===== src/rtl/si5340_pkg.sv =====
// si5340_pkg -- shared types and constants for the Si5340 register arbiter.
//
// Contents:
//   state_e          arbiter FSM states
//   req_t            latched request (we, {page, register} address, write data)
//   PAGE_REG_DEFAULT Si5340 page-select register address
package si5340_pkg;

    localparam logic [7:0] PAGE_REG_DEFAULT = 8'h01;

    typedef enum logic [2:0] {
        IDLE      = 3'd0,
        PAGE_CMD  = 3'd1,
        PAGE_WAIT = 3'd2,
        DATA_CMD  = 3'd3,
        DATA_WAIT = 3'd4,
        RESP      = 3'd5
    } state_e;

    typedef struct packed {
        logic        we;
        logic [15:0] addr;   // {page, register}
        logic [7:0]  wdata;
    } req_t;

endpackage


===== src/rtl/si5340_rr_grant.sv =====
// si5340_rr_grant -- two-requester round-robin grant with a registered
// last-grant pointer.
//
// Ports:
//   clk_i, rst_i  clock, synchronous active-high reset
//   req_i[1:0]    requests
//   en_i          the grant is taken this cycle; updates the pointer
//   gnt_o[1:0]    one-hot grant (combinational), zero when no request
//
// After reset the pointer reads "port 1 last", so port 0 wins the first tie.
module si5340_rr_grant (
    input  logic       clk_i,
    input  logic       rst_i,
    input  logic [1:0] req_i,
    input  logic       en_i,
    output logic [1:0] gnt_o
);

    logic last_q;  // 1 = port 1 was granted last

    always_comb begin
        gnt_o = req_i;
        if (req_i == 2'b11) begin
            gnt_o = last_q ? 2'b01 : 2'b10;
        end
    end

    always_ff @(posedge clk_i) begin
        if (rst_i) begin
            last_q <= 1'b1;
        end else if (en_i && (|req_i)) begin
            last_q <= gnt_o[1];
        end
    end

endmodule


===== src/rtl/si5340_reg_arbiter.sv =====
// si5340_reg_arbiter -- arbitrates two register requesters (port 0 config
// loader, port 1 runtime host) onto one byte-level I2C master, inserting a
// Si5340 page-select write ahead of each register access.
//
// Optional feature: define SI5340_PAGE_CACHE_EN to remember the last page
// written and skip the page write when the next access targets the same page.
// Without it a page write precedes every transaction.
//
// Ports:
//   clk_i, rst_i                 clock, synchronous active-high reset
//   req_valid_i/req_ready_o[1:0] per-requester request / one-cycle accept
//   req_we_i, req_addr_i, req_wdata_i  request payload ({page, reg} address)
//   rsp_valid_o[1:0], rsp_rdata_o, rsp_err_o  one-cycle response to the owner
//   m_cmd_*                      command to the I2C master
//   m_rsp_*                      master response (err = NACK / arb lost)
//   dbg_state_o                  current FSM state
//
// Handshakes: a transfer happens on a clock edge where valid and ready are
// both 1. The command side holds valid and payload stable until ready; the
// requester side sees req_ready_o as a one-cycle accept strobe, and the
// response sides (m_rsp_valid_i, rsp_valid_o) are single-cycle pulses with no
// back-pressure.
module si5340_reg_arbiter
    import si5340_pkg::*;
#(
    parameter int         TIMEOUT_CYCLES = 100000,
    parameter logic [7:0] PAGE_REG       = PAGE_REG_DEFAULT
) (
    input  logic            clk_i,
    input  logic            rst_i,
    input  logic [1:0]      req_valid_i,
    output logic [1:0]      req_ready_o,
    input  logic [1:0]      req_we_i,
    input  logic [1:0][15:0] req_addr_i,
    input  logic [1:0][7:0] req_wdata_i,
    output logic [1:0]      rsp_valid_o,
    output logic [7:0]      rsp_rdata_o,
    output logic            rsp_err_o,
    output logic            m_cmd_valid_o,
    input  logic            m_cmd_ready_i,
    output logic            m_cmd_we_o,
    output logic [7:0]      m_cmd_reg_o,
    output logic [7:0]      m_cmd_wdata_o,
    input  logic            m_rsp_valid_i,
    input  logic [7:0]      m_rsp_rdata_i,
    input  logic            m_rsp_err_i,
    output state_e          dbg_state_o
);

    localparam int               CNT_W    = $clog2(TIMEOUT_CYCLES + 1);
    localparam logic [CNT_W-1:0] CNT_LAST = CNT_W'(TIMEOUT_CYCLES - 1);

    state_e           state_q, state_d;
    req_t             req_q, sel_req;
    logic             owner_q;
    logic [CNT_W-1:0] cnt_q;
    logic [7:0]       rdata_q;
    logic             err_q;
    logic [1:0]       gnt;
    logic             gnt_idx;
    logic             accept;
    logic             need_page;
    logic             in_wait;
    logic             timeout;
    logic             wait_done;
    logic             fail_evt;

    si5340_rr_grant u_rr (
        .clk_i (clk_i),
        .rst_i (rst_i),
        .req_i (req_valid_i),
        .en_i  (accept),
        .gnt_o (gnt)
    );

    assign gnt_idx = gnt[1];
    assign accept  = (state_q == IDLE) && (|req_valid_i) && !rst_i;
    assign sel_req = {req_we_i[gnt_idx], req_addr_i[gnt_idx], req_wdata_i[gnt_idx]};

    assign in_wait   = (state_q == PAGE_WAIT) || (state_q == DATA_WAIT);
    assign timeout   = (cnt_q == CNT_LAST);
    // A response in the same cycle as the timeout still counts as a response.
    assign wait_done = in_wait && (m_rsp_valid_i || timeout);
    assign fail_evt  = in_wait && (m_rsp_valid_i ? m_rsp_err_i : timeout);

`ifdef SI5340_PAGE_CACHE_EN
    logic       cache_vld_q;
    logic [7:0] cache_page_q;

    assign need_page = !(cache_vld_q && (cache_page_q == sel_req.addr[15:8]));

    always_ff @(posedge clk_i) begin
        if (rst_i) begin
            cache_vld_q  <= 1'b0;
            cache_page_q <= 8'h00;
        end else if ((state_q == PAGE_WAIT) && m_rsp_valid_i && !m_rsp_err_i) begin
            cache_vld_q  <= 1'b1;
            cache_page_q <= req_q.addr[15:8];
        end else if (fail_evt) begin
            // After any failure the device page is unknown.
            cache_vld_q  <= 1'b0;
        end
    end
`else
    assign need_page = 1'b1;
`endif

    always_comb begin
        state_d = state_q;
        case (state_q)
            IDLE:      if (accept) state_d = need_page ? PAGE_CMD : DATA_CMD;
            PAGE_CMD:  if (m_cmd_ready_i) state_d = PAGE_WAIT;
            PAGE_WAIT: if (wait_done) state_d = fail_evt ? RESP : DATA_CMD;
            DATA_CMD:  if (m_cmd_ready_i) state_d = DATA_WAIT;
            DATA_WAIT: if (wait_done) state_d = RESP;
            RESP:      state_d = IDLE;
            default:   state_d = IDLE;
        endcase
    end

    always_comb begin
        req_ready_o   = accept ? gnt : 2'b00;
        m_cmd_valid_o = 1'b0;
        m_cmd_we_o    = 1'b0;
        m_cmd_reg_o   = 8'h00;
        m_cmd_wdata_o = 8'h00;
        rsp_valid_o   = 2'b00;
        rsp_rdata_o   = 8'h00;
        rsp_err_o     = 1'b0;
        case (state_q)
            PAGE_CMD: begin
                m_cmd_valid_o = 1'b1;
                m_cmd_we_o    = 1'b1;
                m_cmd_reg_o   = PAGE_REG;
                m_cmd_wdata_o = req_q.addr[15:8];
            end
            DATA_CMD: begin
                m_cmd_valid_o = 1'b1;
                m_cmd_we_o    = req_q.we;
                m_cmd_reg_o   = req_q.addr[7:0];
                m_cmd_wdata_o = req_q.wdata;
            end
            RESP: begin
                rsp_valid_o = owner_q ? 2'b10 : 2'b01;
                rsp_rdata_o = rdata_q;
                rsp_err_o   = err_q;
            end
            default: ;
        endcase
    end

    assign dbg_state_o = state_q;

    always_ff @(posedge clk_i) begin
        if (rst_i) begin
            state_q <= IDLE;
            req_q   <= '0;
            owner_q <= 1'b0;
            cnt_q   <= '0;
            rdata_q <= 8'h00;
            err_q   <= 1'b0;
        end else begin
            state_q <= state_d;
            if (accept) begin
                req_q   <= sel_req;
                owner_q <= gnt_idx;
            end
            if (in_wait && (state_d == state_q)) begin
                cnt_q <= cnt_q + CNT_W'(1);
            end else begin
                cnt_q <= '0;
            end
            if (wait_done) begin
                err_q   <= fail_evt;
                // Read data is returned only for a successful data-phase read.
                rdata_q <= ((state_q == DATA_WAIT) && !fail_evt && !req_q.we) ?
                           m_rsp_rdata_i : 8'h00;
            end
        end
    end

endmodule


===== config.mk =====
export PLATFORM = sky130hd
export DESIGN_NAME = si5340_reg_arbiter
export DESIGN_NICKNAME = d
export VERILOG_FILES = /design/src/rtl/si5340_pkg.sv /design/src/rtl/si5340_rr_grant.sv /design/src/rtl/si5340_reg_arbiter.sv
export SDC_FILE = /design/constraint.sdc
export NUM_CORES = 1
export LEC_CHECK = 0
export ABC_AREA = 1
export CAP_MARGIN = 20
export CORE_AREA = 2 2 95 115
export DETAILED_ROUTE_END_ITERATION = 12
export DIE_AREA = 0 0 97 117
export HOLD_SLACK_MARGIN = 0.08
export PLACE_DENSITY = 0.66
export SYNTH_ARGS = -nofsm -noshare
export SYNTH_HDL_FRONTEND = slang
export SYNTH_HIERARCHICAL = 1
export SYNTH_SLANG_ARGS = --single-unit

===== constraint.sdc =====
create_clock -name clk_i -period 1.4 [get_ports clk_i]
set_input_delay 0.21 -clock clk_i [delete_from_list [all_inputs] [get_ports clk_i]]
set_output_delay 0.21 -clock clk_i [all_outputs]
set_load 0.05 [all_outputs]

==> results of run 1 <==
[cells in the mapped netlist]
| library cell | instances | share of area [%] |
|---|---|---|
| inv_1 | 105 | 13 |
| nor2_1 | 68 | 8.6 |
| dfxtp_1 | 56 | 38 |
| a211oi_1 | 50 | 13 |
| nand2_1 | 37 | 4.7 |
| a21oi_1 | 16 | 2.7 |
| clkbuf_1 | 16 | 2.0 |
| xor2_1 | 12 | 3.5 |
| nand3_1 | 11 | 1.8 |
| nor2_2 | 11 | 2.3 |
| o22ai_1 | 8 | 1.7 |
| o311ai_0 | 8 | 2.3 |
| buf_2 | 5 | 0.84 |
| nor3_1 | 5 | 0.84 |
| nand4_1 | 4 | 0.84 |
| xnor2_1 | 3 | 0.88 |
| inv_2 | 2 | 0.25 |
| nand2_2 | 2 | 0.42 |
| o21ai_0 | 2 | 0.34 |
| a21boi_1 | 1 | 0.25 |
| and2_1 | 1 | 0.21 |
| buf_6 | 1 | 0.38 |
| ha_1 | 1 | 0.42 |
| nand2_4 | 1 | 0.38 |
| nand3_2 | 1 | 0.34 |
| o21ai_1 | 1 | 0.17 |
| o21ai_2 | 1 | 0.29 |
| or2_1 | 1 | 0.21 |
[final timing paths]
check | from | end | slack (ns) | cells after the start
hold / removal | req_valid_i[1] | u_rr/last_q | 0.40 | 3
hold reg to reg | err_q | err_q | 0.50 | 2
setup / recovery | dbg_state_o[0] | m_cmd_wdata_o[0] | -0.35 | 8
setup reg to reg | dbg_state_o[0] | cnt_q[14] | -0.18 | 12
[what timing repair did]
action	4_1_cts	5_1_grt
cloned	4	3
endpoints found under the setup margin	82	82
gates resized for setup	50	67
pin swaps	12	18
hold endpoints to repair	0	0
setup buffers	9	9
[stage by stage]
stage                     cells  setup TNS [ns]  power (mW)
after floorplan             430          -10.58        2.45
after global placement      680          -15.31        2.93
after detailed placement    680          -16.74        2.95
after CTS                   701          -13.28        4.54
after global routing        712          -18.11        4.87
final                       712          -13.73        4.69
[cell families after synthesis]
kind of cell,after synthesis
DFF,56
and+or+nand+nor,142
AOI/OAI and AO/OA,87
xor gates and xnor gates,15
buffers and inverters,129
adders and majority gates,1
[sequential cells by signal, summed over array words and instances, names as in the netlist]
register / cells
rdata_q: 8
err_q: 1
req_q: 25
dbg_state_o: 3
u_rr/last_q: 1
cnt_q: 17
owner_q: 1
[routing by layer]
metal	part of all wire, %	wire length (um)	track usage, %	vias to the layer above
li1	-	-	-	1681
met1	39	3880	17.9	1531
met2	54	5290	31.2	105
met3	4.6	452	2.85	19
met4	2.2	216	5.35	0
met5	0	0	0	-
[worst max-delay path, delay by kind of cell, from the launching register on]
kind	cells	cell delay, ns
AO/OA/AOI/OAI	1	0.17
buffers and inverters	5	0.45
AND/OR/NAND/NOR	2	0.24
flip-flops	1	0.37
[area by class of cell]
class | instances | area, um^2 | share of cell area (%)
Multi-Input combinational cell | 247 | 2020 | 34.4
Sequential cell | 56 | 1130 | 19.3
Inverter | 107 | 418 | 7.11
Clock inverter | 2 | 35.0 | 0.596
Timing Repair Buffer | 165 | 1980 | 33.7
Clock buffer | 6 | 129 | 2.19
Tap cell | 129 | 161 | 2.75
[power groups by stage]
| stage | clock network [mW] | logic [mW] | registers (mW) |
|---|---|---|---|
| 5_1_grt | 1.49 | 1.62 | 1.76 |
| 6_report | 1.42 | 1.52 | 1.75 |
| 3_5_place_dp | 0 | 1.17 | 1.78 |
| 2_1_floorplan | 0 | 0.656 | 1.80 |
| 3_3_place_gp | 0 | 1.15 | 1.78 |
| 4_1_cts | 1.44 | 1.35 | 1.75 |
==> results.md, run 1 <==
- Final GP Congestion: 0.847
- Worst Setup End Kind: output port
- Most frequent cells in the layout: inv_1, clkdlybuf4s50_1, dfxtp_1, nor2_1, buf_4
- Routed len/inst: 13.8 um
- Overall Global Routing Usage: 16.1%
- Complex-gate fraction of the synthesized area: 20.3%
- Mux share of post-synthesis cell area: 0%
- Max-slew headroom: 62.8%
- DR vias/cell: 4.69
- DR DRC count: 0
- Post-Synth Simple-Gate Area: 20.6%
- Placed standard-cell area: 5030 um^2
- PwrDens: 797 nW/um^2
- Core Footprint: 10300 um^2
- Most common cell after layout, fill and taps aside: inv_1
- Die X: 97 um
- Cts hold-fix bufs: 0
- Worst hold margin: 0.400 ns
- Clock transition at path regs: 0.08 ns
- CTS tree: built
- Initial antenna violation count: 0
- Detailed Route WL: 9.84 mm
- Critical-path top delay cell: dfxtp_4
- TritonCTS buffer count: 5
- Port Buffers: 98
- CP required: 1.19 ns
- Adder-cell share of the synthesized area: 0.419%
- Die Area: 11300 um^2
- Net Sw Frac: 30.3%
- Distinct cells, synth: 28
- Worst slack, placed: -0.422 ns
- XOR/XNOR Fraction of Synth Area: 4.40%
- H-tree levels: 2
- Yosys warnings: 6
- Max cap viols: 0
- Mapped Cells: 430
- Worst setup SP type: flop
- Logic pwr share: 32.5%
- Hold Crit Class: in -> reg
- Seq cells post-synth: 56
- Iter 0 DRT Violations: 113
- Mapped Nets: 496
- Clock power share: 30.2%
- Final Max Slew Viols: 0
- RSZ-0062 raised after global routing: yes
- CP Data Arrival Time: 1.54 ns
- Final hold vios: 0
- Cell leakage power: 2.31 nW
- Row cnt: 41
- Layout net count: 648
- Final Cell Area: 5880 um^2
- CP Cell Sequence: inv_4 -> nor2_4 -> buf_6 -> inv_4 -> nor2_4 -> inv_8 -> o22ai_4 -> buf_12
- Failing checks: negative setup slack
- Clock root cell: clkbuf_16
- Final count of negative-setup-slack endpoints: 75
- Post-Syn Area: 2980 um^2
- Diode count: 0
- Main combinational cell family by area after synthesis: simple AND/OR/NAND/NOR gates
- Seq/Total Area, Yosys: 37.6%
- Status: finished with violations
- Largest net degree at the start of global routing: 41
- Share of post-route cells with drive strength above 1: 37.9%
- First-pass GRT wire length: 14.9 mm
- Final setup margin: -0.355 ns
- Overall via count from detail_route: 3336
- Final core occ: 57.0%
- Crit Path Max Fanout: 8
- Die Ht: 117 um
- P_int: 3.27 mW
- Maximum vdd ir drop: 0.623 mV
- DP HPWL: 6.37 mm
- Post-route ant nets: 0
- Synth-to-Final Area Change: 97.0%
- DR pass1 iterations: 5
- Congestion Overflow GR: 0
- Clk sinks: 56
- Worst path max stage delay: 0.37 ns
- Flop pwr share: 37.3%
- Final worst path period need: 1.75 ns
- Crit Path Class: reg -> out
- Worst skew pair latency: 0.30 ns
- CTS Buffer Depth: 2
- # fillers: 863
- Net switching power: 1.42 mW
- Vias in the first global route: 3276
- Worst slew pin tran: 0.558 ns
- Fin Clk Skew: 0.0104 ns
- Starting Density: 28.9%
- Syn_area_per_cell: 6.94 um^2
- Tcrit/Tclk final: 125%
- I/O pin cnt: 99
- Fmax: 0.570 GHz
Note: power is estimated with default switching activity, not from simulation.
==> run 2: changes to the inputs <==
- SLEW_MARGIN: not set -> 30
==> results of run 2 <==
Final layout, timing and power as in run 1 (identical DEF).
